==> config.mk <==
export PLATFORM = sky130hd
export DESIGN_NAME = mem_access_unit_flat
export DESIGN_NICKNAME = d
export VERILOG_FILES = /design/src/rtl/mem_pkg.sv /design/src/rtl/mem_access_unit_if.sv /design/src/rtl/load_extract.sv /design/src/rtl/mem_access_unit.sv /design/src/flat_wrapper.sv
export SDC_FILE = /design/constraint.sdc
export NUM_CORES = 1
export LEC_CHECK = 0
export ABC_AREA = 0
export CORE_UTILIZATION = 43
export CTS_BUF_LIST = sky130_fd_sc_hd__clkbuf_4
export DETAILED_ROUTE_END_ITERATION = 12
export PLACE_DENSITY = 0.8
export REMOVE_ABC_BUFFERS = 1
export SLEW_MARGIN = 20
export SYNTH_ARGS = -nofsm -noshare
export SYNTH_HDL_FRONTEND = slang
export SYNTH_HIERARCHICAL = 1
export SYNTH_SLANG_ARGS = --single-unit
==> constraint.sdc <==
create_clock -name clk -period 1.56 [get_ports clk]
set_clock_uncertainty 0.05 [all_clocks]
set_input_delay 0.156 -clock clk [delete_from_list [all_inputs] [get_ports clk]]
set_output_delay 0.156 -clock clk [all_outputs]
set_load 0.01 [all_outputs]
==> src/rtl/mem_pkg.sv <==
// Shared encodings, FSM state constants and size helpers for the load/store responder.
package mem_pkg;

   localparam logic [2:0] RW_B  = 3'b000;
   localparam logic [2:0] RW_H  = 3'b001;
   localparam logic [2:0] RW_W  = 3'b010;
   localparam logic [2:0] RW_BU = 3'b100;
   localparam logic [2:0] RW_HU = 3'b101;

   localparam logic [3:0] MASK_B = 4'b0001;
   localparam logic [3:0] MASK_H = 4'b0011;
   localparam logic [3:0] MASK_W = 4'b1111;

   typedef logic [1:0] state_t;
   localparam state_t ST_IDLE = 2'd0;
   localparam state_t ST_ACC0 = 2'd1;
   localparam state_t ST_ACC1 = 2'd2;
   localparam state_t ST_RESP = 2'd3;

   // Size in bytes from the low two bits of RWType; 0 for the reserved code.
   function automatic logic [2:0] size_of(input logic [1:0] sz_code);
      case (sz_code)
         2'b00:   size_of = 3'd1;
         2'b01:   size_of = 3'd2;
         2'b10:   size_of = 3'd4;
         default: size_of = 3'd0;
      endcase
   endfunction

   function automatic logic [3:0] mask_of(input logic [1:0] sz_code);
      case (sz_code)
         2'b00:   mask_of = MASK_B;
         2'b01:   mask_of = MASK_H;
         2'b10:   mask_of = MASK_W;
         default: mask_of = 4'b0000;
      endcase
   endfunction

   function automatic logic is_legal(input logic [2:0] rw_type, input logic is_store);
      case (rw_type)
         RW_B, RW_H, RW_W: is_legal = 1'b1;
         RW_BU, RW_HU:     is_legal = !is_store;
         default:          is_legal = 1'b0;
      endcase
   endfunction

   // An access crosses a word boundary when offset + size exceeds four bytes.
   function automatic logic is_misaligned(input logic [1:0] off, input logic [1:0] sz_code);
      is_misaligned = ({2'b00, off} + {1'b0, size_of(sz_code)}) > 4'd4;
   endfunction

endpackage

==> src/rtl/mem_access_unit_if.sv <==
// Request/response and data-memory bus bundle; slave is the access unit, master the environment.
interface mem_access_unit_if #(
   parameter int ADDR_W = 32
);
   logic              req_valid;
   logic              req_ready;
   logic              MemRW;
   logic [2:0]        RWType;
   logic [ADDR_W-1:0] addr;
   logic [31:0]       wdata;
   logic              resp_valid;
   logic [31:0]       resp_rdata;
   logic              resp_err;
   logic              mem_req;
   logic [ADDR_W-1:0] mem_addr;
   logic              mem_we;
   logic [3:0]        mem_wstrb;
   logic [31:0]       mem_wdata;
   logic              mem_ack;
   logic [31:0]       mem_rdata;

   modport slave (
      input  req_valid, MemRW, RWType, addr, wdata, mem_ack, mem_rdata,
      output req_ready, resp_valid, resp_rdata, resp_err,
             mem_req, mem_addr, mem_we, mem_wstrb, mem_wdata
   );

   modport master (
      output req_valid, MemRW, RWType, addr, wdata, mem_ack, mem_rdata,
      input  req_ready, resp_valid, resp_rdata, resp_err,
             mem_req, mem_addr, mem_we, mem_wstrb, mem_wdata
   );
endinterface

==> src/rtl/load_extract.sv <==
// Selects the addressed bytes from a two-word window and sign- or zero-extends them.
module load_extract
   import mem_pkg::*;
(
   input  logic [63:0] words_i,
   input  logic [1:0]  off_i,
   input  logic [2:0]  rw_type_i,
   output logic [31:0] data_o
);

   logic [31:0] shifted;
   assign shifted = 32'(words_i >> {off_i, 3'b000});

   always_comb begin
      case (rw_type_i)
         RW_B:    data_o = {{24{shifted[7]}}, shifted[7:0]};
         RW_H:    data_o = {{16{shifted[15]}}, shifted[15:0]};
         RW_W:    data_o = shifted;
         RW_BU:   data_o = {24'h0, shifted[7:0]};
         RW_HU:   data_o = {16'h0, shifted[15:0]};
         default: data_o = 32'h0;
      endcase
   end

endmodule

==> src/rtl/mem_access_unit.sv <==
// Load/store responder: one datapath request becomes one or two word accesses on the RAM bus.
// Build option MEM_MISALIGN_SPLIT_EN splits word-crossing accesses; without it they return an error.
module mem_access_unit
   import mem_pkg::*;
#(
   parameter int ADDR_W = 32,
   parameter int DATA_W = 32
) (
   input logic              clk,
   input logic              rst,
   mem_access_unit_if.slave bus
);

   state_t              state_q, state_d;
   logic                err_q, err_d;
   logic                we_q;
   logic [2:0]          rw_q;
   logic [ADDR_W-1:0]   addr_q;
   logic [DATA_W-1:0]   wdata_q;
   logic [DATA_W-1:0]   word0_q;
   logic [DATA_W-1:0]   word1;
   logic                accept;
   logic [1:0]          off;
   logic [ADDR_W-1:0]   word_addr;
   logic [31:0]         load_data;

   assign accept    = (state_q == ST_IDLE) && bus.req_valid;
   assign off       = addr_q[1:0];
   assign word_addr = {addr_q[ADDR_W-1:2], 2'b00};

`ifdef MEM_MISALIGN_SPLIT_EN
   logic [DATA_W-1:0] word1_q;
   logic [7:0]        lane_strb;
   logic [63:0]       lane_data;
   logic              acc_split;

   // Lane placement spans two words; the upper half feeds the second access.
   assign lane_strb = {4'b0000, mask_of(rw_q[1:0])} << off;
   assign lane_data = {32'h0, wdata_q} << {off, 3'b000};
   assign acc_split = is_misaligned(off, rw_q[1:0]);
   assign word1     = word1_q;
`else
   logic [3:0]        lane_strb;
   logic [31:0]       lane_data;

   assign lane_strb = mask_of(rw_q[1:0]) << off;
   assign lane_data = wdata_q << {off, 3'b000};
   assign word1     = '0;
`endif

   always_comb begin
      // NOTE: every combinational output gets a default first so no path leaves it unassigned (no latch).
      state_d = state_q;
      err_d   = err_q;
      case (state_q)
         ST_IDLE: begin
            if (bus.req_valid) begin
               err_d = 1'b0;
               if (!is_legal(bus.RWType, bus.MemRW)) begin
                  state_d = ST_RESP;
                  err_d   = 1'b1;
               end
`ifndef MEM_MISALIGN_SPLIT_EN
               else if (is_misaligned(bus.addr[1:0], bus.RWType[1:0])) begin
                  state_d = ST_RESP;
                  err_d   = 1'b1;
               end
`endif
               else begin
                  state_d = ST_ACC0;
               end
            end
         end
         ST_ACC0: begin
            if (bus.mem_ack) begin
`ifdef MEM_MISALIGN_SPLIT_EN
               state_d = acc_split ? ST_ACC1 : ST_RESP;
`else
               state_d = ST_RESP;
`endif
            end
         end
`ifdef MEM_MISALIGN_SPLIT_EN
         ST_ACC1: begin
            if (bus.mem_ack) state_d = ST_RESP;
         end
`endif
         ST_RESP: state_d = ST_IDLE;
         default: state_d = ST_IDLE;
      endcase
   end

   always_ff @(posedge clk) begin
      if (rst) begin
         // NOTE: sequential state uses non-blocking assignments so all registers update together at the edge.
         state_q <= ST_IDLE;
         err_q   <= 1'b0;
         we_q    <= 1'b0;
         rw_q    <= 3'b000;
         addr_q  <= '0;
         wdata_q <= '0;
         word0_q <= '0;
`ifdef MEM_MISALIGN_SPLIT_EN
         word1_q <= '0;
`endif
      end else begin
         state_q <= state_d;
         err_q   <= err_d;
         if (accept) begin
            we_q    <= bus.MemRW;
            rw_q    <= bus.RWType;
            addr_q  <= bus.addr;
            wdata_q <= bus.wdata;
         end
         if (state_q == ST_ACC0 && bus.mem_ack) word0_q <= bus.mem_rdata;
`ifdef MEM_MISALIGN_SPLIT_EN
         if (state_q == ST_ACC1 && bus.mem_ack) word1_q <= bus.mem_rdata;
`endif
      end
   end

   load_extract u_load_extract (
      .words_i   ({word1, word0_q}),
      .off_i     (off),
      .rw_type_i (rw_q),
      .data_o    (load_data)
   );

   assign bus.req_ready  = (state_q == ST_IDLE);
   assign bus.resp_valid = (state_q == ST_RESP);
   assign bus.resp_err   = (state_q == ST_RESP) && err_q;
   assign bus.resp_rdata = (state_q == ST_RESP && !err_q && !we_q) ? load_data : 32'h0;
   assign bus.mem_req    = (state_q == ST_ACC0) || (state_q == ST_ACC1);

   // Bus outputs are decoded from held registers, so they stay stable while waiting for ack.
   always_comb begin
      bus.mem_addr  = '0;
      bus.mem_we    = 1'b0;
      bus.mem_wstrb = 4'b0000;
      bus.mem_wdata = 32'h0;
      case (state_q)
         ST_ACC0: begin
            bus.mem_addr = word_addr;
            bus.mem_we   = we_q;
            if (we_q) begin
               bus.mem_wstrb = lane_strb[3:0];
               bus.mem_wdata = lane_data[31:0];
            end
         end
`ifdef MEM_MISALIGN_SPLIT_EN
         ST_ACC1: begin
            bus.mem_addr = word_addr + ADDR_W'(4);
            bus.mem_we   = we_q;
            if (we_q) begin
               bus.mem_wstrb = lane_strb[7:4];
               bus.mem_wdata = lane_data[63:32];
            end
         end
`endif
         default: ;
      endcase
   end

endmodule

==> src/flat_wrapper.sv <==
// flat-port wrapper written by rule: the top's interface ports become plain ports
module mem_access_unit_flat import mem_pkg::*;
#(
   parameter int ADDR_W = 32,
   parameter int DATA_W = 32
)
  (clk, rst, bus_req_valid, bus_MemRW, bus_RWType, bus_addr, bus_wdata, bus_mem_ack, bus_mem_rdata, bus_req_ready, bus_resp_valid, bus_resp_rdata, bus_resp_err, bus_mem_req, bus_mem_addr, bus_mem_we, bus_mem_wstrb, bus_mem_wdata);
  mem_access_unit_if #(.ADDR_W(ADDR_W)) bus_i ();
  input logic clk;
  input logic rst;
  input wire logic [$bits(bus_i.req_valid)-1:0] bus_req_valid;
  input wire logic [$bits(bus_i.MemRW)-1:0] bus_MemRW;
  input wire logic [$bits(bus_i.RWType)-1:0] bus_RWType;
  input wire logic [$bits(bus_i.addr)-1:0] bus_addr;
  input wire logic [$bits(bus_i.wdata)-1:0] bus_wdata;
  input wire logic [$bits(bus_i.mem_ack)-1:0] bus_mem_ack;
  input wire logic [$bits(bus_i.mem_rdata)-1:0] bus_mem_rdata;
  output wire logic [$bits(bus_i.req_ready)-1:0] bus_req_ready;
  output wire logic [$bits(bus_i.resp_valid)-1:0] bus_resp_valid;
  output wire logic [$bits(bus_i.resp_rdata)-1:0] bus_resp_rdata;
  output wire logic [$bits(bus_i.resp_err)-1:0] bus_resp_err;
  output wire logic [$bits(bus_i.mem_req)-1:0] bus_mem_req;
  output wire logic [$bits(bus_i.mem_addr)-1:0] bus_mem_addr;
  output wire logic [$bits(bus_i.mem_we)-1:0] bus_mem_we;
  output wire logic [$bits(bus_i.mem_wstrb)-1:0] bus_mem_wstrb;
  output wire logic [$bits(bus_i.mem_wdata)-1:0] bus_mem_wdata;
  assign bus_i.req_valid = bus_req_valid;
  assign bus_i.MemRW = bus_MemRW;
  assign bus_i.RWType = bus_RWType;
  assign bus_i.addr = bus_addr;
  assign bus_i.wdata = bus_wdata;
  assign bus_i.mem_ack = bus_mem_ack;
  assign bus_i.mem_rdata = bus_mem_rdata;
  assign bus_req_ready = bus_i.req_ready;
  assign bus_resp_valid = bus_i.resp_valid;
  assign bus_resp_rdata = bus_i.resp_rdata;
  assign bus_resp_err = bus_i.resp_err;
  assign bus_mem_req = bus_i.mem_req;
  assign bus_mem_addr = bus_i.mem_addr;
  assign bus_mem_we = bus_i.mem_we;
  assign bus_mem_wstrb = bus_i.mem_wstrb;
  assign bus_mem_wdata = bus_i.mem_wdata;
  mem_access_unit #(.ADDR_W(ADDR_W), .DATA_W(DATA_W)) u_core (.clk(clk), .rst(rst), .bus(bus_i));
endmodule
; ---- Yosys cells after proc, flatten, opt, wreduce, memory -nomap -nowiden
; Index checks and enable logic that the tools add are counted.
[op_classes]
add_sub_neg = 1
order_cmp = 1
n_eq_ne = 17
shifts = 3
mux = 23
n_reduce_logical = 18
[ops]
columns = operator, n
row1 = $pmux 32 s5, 1
row2 = $mux 32, 4
row3 = $shl 32x5->32, 1
row4 = $shr 32x5->32, 1
row5 = $eq 3x3->1 const B, 4
row6 = $pmux 4 s3, 1
row7 = $mux 3, 3
row8 = $pmux 3 s3, 1
row9 = $eq 2x2->1 const B, 4
row10 = $mux 2, 4
row11 = $mux 4, 2
row12 = $eq 2x1->1 const B, 3
row13 = $eq 3x1->1 const B, 2
row14 = $eq 3x2->1 const B, 2
row15 = $logic_not 2->1, 3
row16 = $logic_not 3->1, 2
row17 = $logic_and 1x1->1, 5
row18 = $mux 1, 5
row19 = $add 2x3->4, 1
row20 = $gt 4x3->1 const B, 1
row21 = $ne 2x2->1 const B, 2
row22 = $pmux 2 s2, 1
row23 = $reduce_and 2->1, 2
row24 = $shl 4x2->4, 1
row25 = 5 further kinds, 7
[totals]
reg_bits = 103
in_bits = 104
elab_cells = 70

; ---- Longest topological paths before layout
[depth]
ltp_word = 14
mapped_depth = 8
ltp_nobuf = 6

; ---- Hierarchy
; Netlist, hierarchy kept.
[modules_own_cells]
columns = module, n_inst, cells_per_inst, area_per_inst_um2
row1 = mem_access_unit, 1, 641, 4847.1
row2 = load_extract, 1, 115, 1219.9

; ---- Worst setup path before layout
; No wires, ideal clock.
[synth_path]
kind = register to output
startpoint = reg u_core.addr_q[0]
endpoint = out bus_resp_rdata[2]
arrival_ns = 1.535
setup_slack_ns = -0.181
path_stages_with_launch = 6
path_buffers = 2
cell_sequence = dfxtp_1 -> buf_2 -> buf_4 -> mux4_2 -> nor2b_1 -> and2_1
[synth_via]
elab_chain_len = 3
[synth_lines]
columns = element, line
row1 = start: declaration, mem_access_unit.sv:18  ; logic [ADDR_W-1:0] addr_q;
row2 = start signal: assignment, mem_access_unit.sv:112  ; addr_q <= bus.addr;
row3 = $shr 32x5->32, load_extract.sv:12  ; assign shifted = 32'(words_i >> {off_i, 3'b000});
row4 = $pmux 32 s5, load_extract.sv:15  ; case (rw_type_i)
row5 = via u_core.load_data[2], mem_access_unit.sv:25  ; logic [31:0] load_data;
row6 = $mux 32, mem_access_unit.sv:132  ; assign bus.resp_rdata = (state_q == ST_RESP && !err_q && !we_q) ? load_data : 32'h0;
row7 = end: declaration, flat_wrapper.sv:20  ; output wire logic [$bits(bus_i.resp_rdata)-1:0] bus_resp_rdata;
; The timed path passes the listed nets, and every way through them passes these cells.

; ---- Final worst setup path
[layout_path]
startpoint = reg u_core.addr_q[0]
endpoint = out bus_resp_rdata[8]
; Same word-level chain as after synthesis.

==> run summary <==
The run finished, with violations left. The final reports fail on negative setup slack. For this design the static power due to leakage is 4.89 nW.

For the arrival time at the worst endpoint, the log shows 2.29 ns. In this run the number of H-tree levels came out at 3. After the flow finishes, the layout carries non-filler instances totaling 1319. The worst setup path is captured at a primary output. The number of cells traversed by the worst hold path is 4. Detailed placement ended at an HPWL of 12.4 mm. Along the worst path, the maximum fanout reaches 8. The most used flip-flop cell after synthesis is sky130_fd_sc_hd__dfxtp_1. The number of slew-limit violations in the final report is 0, and the part of the power in registers is 26.8%. The total power was 13.4 mW; the clock power share was 10.7%. The net count of the finished layout is 1244. The worst hold slack was 0.0417 ns. The mean instance size in the synthesized netlist is 8.03 sq um.

The number of flops mapped to enable cells by yosys was 0; the share of flip-flops with an asynchronous set or reset after synthesis was 0%. For the count of unique library cells instantiated by Yosys, the log shows 40. Of the total power, the share spent switching nets is 40.2%. In this run the clock root is driven by a sky130_fd_sc_hd__clkbuf_4. The tools report the worst setup path startpoint as u_core/addr_q[0].

The run gives 8.00 mW as the internal power component. For the number of endpoints with negative hold slack in the final report, the log shows 0. The CTS sink count was 103; the combinational share of power was 62.4%. The overall die height works out to 121 um. Of the cells placed in the final design, the portion with a size suffix greater than 1 is 49.3%. TritonCTS built the clock tree.

Setup repair after global routing could not meet its margin everywhere. After synthesis, flip-flops and latches occupy 34.0% of the total area. The number of detailed-route iterations in the first pass was 6; the latest clock arrival within the worst-skew pair was 0.52 ns. The reg-to-reg critical path startpoint was u_core/state_q[1]. After clock tree synthesis, the clock-pin slew on the worst setup and hold paths is 0.19 ns. The number of cells produced by synthesis is 756, and the effective utilization at floorplan is 43.9%. For the initial antenna violation count, the log shows 2. In this run the tightest slew margin relative to its limit is 58.0%. The final clock period utilization by the worst path came out at 160%.

The path type of the worst setup path was flip-flop to primary output. Relative to the synthesized area, the layout overhead comes to 92.2%. In this run the power spent charging and discharging nets is 5.38 mW. For this block, the routed nets add up to 28.7 mm of wire. The overall die area is 14600 sq um, and the total of flip-flops plus latches after synthesis is 103. In this run the cell area measured after placement is 8880 sq um. The total vias in the final route came out at 7582. With fillers left out, the area of the finished cells amounts to 11700 sq um. Buffers inserted during clock tree synthesis total 9.

The startpoint of the most critical hold path was bus_RWType[0]. The maximum clock insertion buffer count came out at 2. Setup violations remaining at the end of the flow were counted as 206. The path class of the lowest-slack min-delay path is primary input to flip-flop.

The worst path needs 2.49 ns of the cycle, external delays included. In this run the horizontal extent of the chip is 121 um. The reported max-cap violation count came out at 0. Grouping stages by cell kind, the critical path spends the most delay in multiplexers.

The critical path goes through mux4_2, nand3b_1, buf_6, o21ai_1, and2_1, buf_2. The initial detailed-routing violation count is 629, and the top-level port count is 209. The number of vias per cell works out to 5.75.

The startpoint class of the critical path was a flip-flop. The tools report the overall overflow remaining after global route as 0. STA puts the critical path data required time at 1.35 ns. Count of standard-cell rows: 43. On the critical path, the stage with the largest delay is an instance of sky130_fd_sc_hd__mux4_2. The path with the worst hold slack has its endpoint at u_core/rw_q[0].

The library cells used most frequently in the layout, excluding fill and tap cells, are sky130_fd_sc_hd__nand2_1, sky130_fd_sc_hd__buf_6, sky130_fd_sc_hd__clkdlybuf4s50_1. In the final timing run, aggregate negative setup slack is -93.21 ns. On the worst path, the slowest cell contributes a delay of 0.56 ns. In the final routed layout, each cell accounts on average for 21.8 um.

The transition time at the pin with the least slew margin is 0.629 ns. The tools report the number of global-route vias before repair as 6993. The worst-case IR drop observed on VDD is 0.735 mV.

The most frequent standard cell in the layout excluding fill and tap cells is sky130_fd_sc_hd__nand2_1. The total number of yosys warnings was 6. The tools report the cell area after synthesis as 6070 sq um.

The tools report the largest net degree at the start of global routing as 49. The worst register-to-register path has a setup slack of -0.59 ns. The first global-routing pass estimated 35.9 mm of wire. Counting tap cells, the placed design contains a total of 1194 instances. Buffers placed on the I/O ports in this run total 206. Timing would allow up to 401 MHz. The floorplan step defined a core boundary enclosing 13800 sq um.

The count of nets left with antenna violations once routing finished came out at 0. Measured in cells, the most critical reg-to-reg path has a length of 13. Together, buffers and inverters on the worst path number 2.

After detailed routing, the number of remaining DRC violations is 0. The global-route usage over all layers came out at 32.0%. Endpoint of the worst-slack reg-to-reg timing path: u_core/word0_q[21]. The power per cell area was 1150 nW/um^2. The run gives 0.910 as the weighted congestion at the end of routability-driven global placement. The final worst-path setup slack was -0.934 ns.
[repair_timing]
action	CTS	global route
buffers inserted	72	20
hold buffers	1	0
pin swaps	76	99
setup endpoints to repair	158	205
gates resized for setup	699	207
cloned	15	13
endpoints found under the hold margin	9	0
[cells by family after synthesis]
group                      Yosys count  share of synthesized area [%]
and+or+nand+nor                    351                           26.3
AOI/OAI and AO/OA                  161                           15.4
DFF                                103                           34.0
buffers and inverters               79                           6.99
muxes                               52                           15.3
adders and majority gates            8                           1.77
other                                1                         0.0618
xor gates and xnor gates             1                          0.144
[area by class of cell]
cell class | instances | area, sq um
tap | 180 | 225
sequential | 103 | 2080
multi-input combinational | 623 | 4910
clock inverter | 7 | 57.6
inverter | 13 | 56.3
antenna | 2 | 5.00
fill | 703 | 2170
clock buffer | 9 | 67.6
timing repair buffer | 382 | 4260
[power groups by stage]
stage	Sequential, mW	Clock (mW)	Combinational, mW
final	3.59	1.44	8.35
after global routing	3.63	1.53	8.64
after floorplan	3.60	0	2.07
after detailed placement	3.49	0	4.12
after CTS	3.51	1.39	6.61
after global placement	3.46	0	4.05
[cell usage after synthesis, drive strengths merged, types with 2 or more instances]
master / number / area share (%)
mux4: 31 / 12
a21oi: 104 / 8.6
nand3b: 3 / 0.37
a211oi: 16 / 2.0
a31oi: 16 / 1.6
nor3b: 2 / 0.33
nand2: 220 / 14
mux2: 3 / 0.62
inv: 13 / 0.80
a2bb2oi: 8 / 1.2
and2: 74 / 7.6
nor2b: 22 / 2.3
buf: 42 / 4.7
clkbuf: 24 / 1.5
o21a: 2 / 0.25
dfxtp: 103 / 34
mux2i: 18 / 3.0
nand2b: 4 / 0.41
ha: 7 / 1.4
o21ai: 8 / 0.66
nor2: 24 / 1.5
[metal layers]
layer  GRT usage, %  part of all wire [%]
met1           35.1                    35
met2           57.8                    50
met3           6.04                   8.2
met4           17.5                   6.3
met5              0                     0
[tightest hold or removal path: stages]
cell                             delay [ns]
sky130_fd_sc_hd__dlymetal6s2s_1        0.18
sky130_fd_sc_hd__buf_4                 0.15
sky130_fd_sc_hd__nand2_1               0.05
sky130_fd_sc_hd__a21oi_1               0.06
[flip-flops by register name, indices dropped and copies added, names as in the netlist]
register,flops
u_core/we_q,1
u_core/word0_q,32
u_core/addr_q,32
u_core/state_q,2
u_core/rw_q,3
u_core/err_q,1
u_core/wdata_q,32
[how the worst max path moves through the flow]
stage	endpoint	slack [ns]	depth (start not counted)
after CTS	bus_resp_rdata[25]	-0.86	8
final	bus_resp_rdata[8]	-0.93	6
after global routing	bus_resp_rdata[8]	-1.00	6
after floorplan	bus_resp_rdata[10]	-1.97	4
after global placement	bus_resp_rdata[15]	-0.59	6
after detailed placement	u_core/state_q[1]	-0.70	6
[stage by stage]
step | utilization [%] | setup slack, ns
5_1_grt | 84.3 | -1.00
2_1_floorplan | - | -1.97
6_report | 84.3 | -0.934
3_5_place_dp | 64.2 | -0.704
3_3_place_gp | 64.2 | -0.590
4_1_cts | 77.1 | -0.859
No activity file was read; power rests on OpenSTA's default activity.
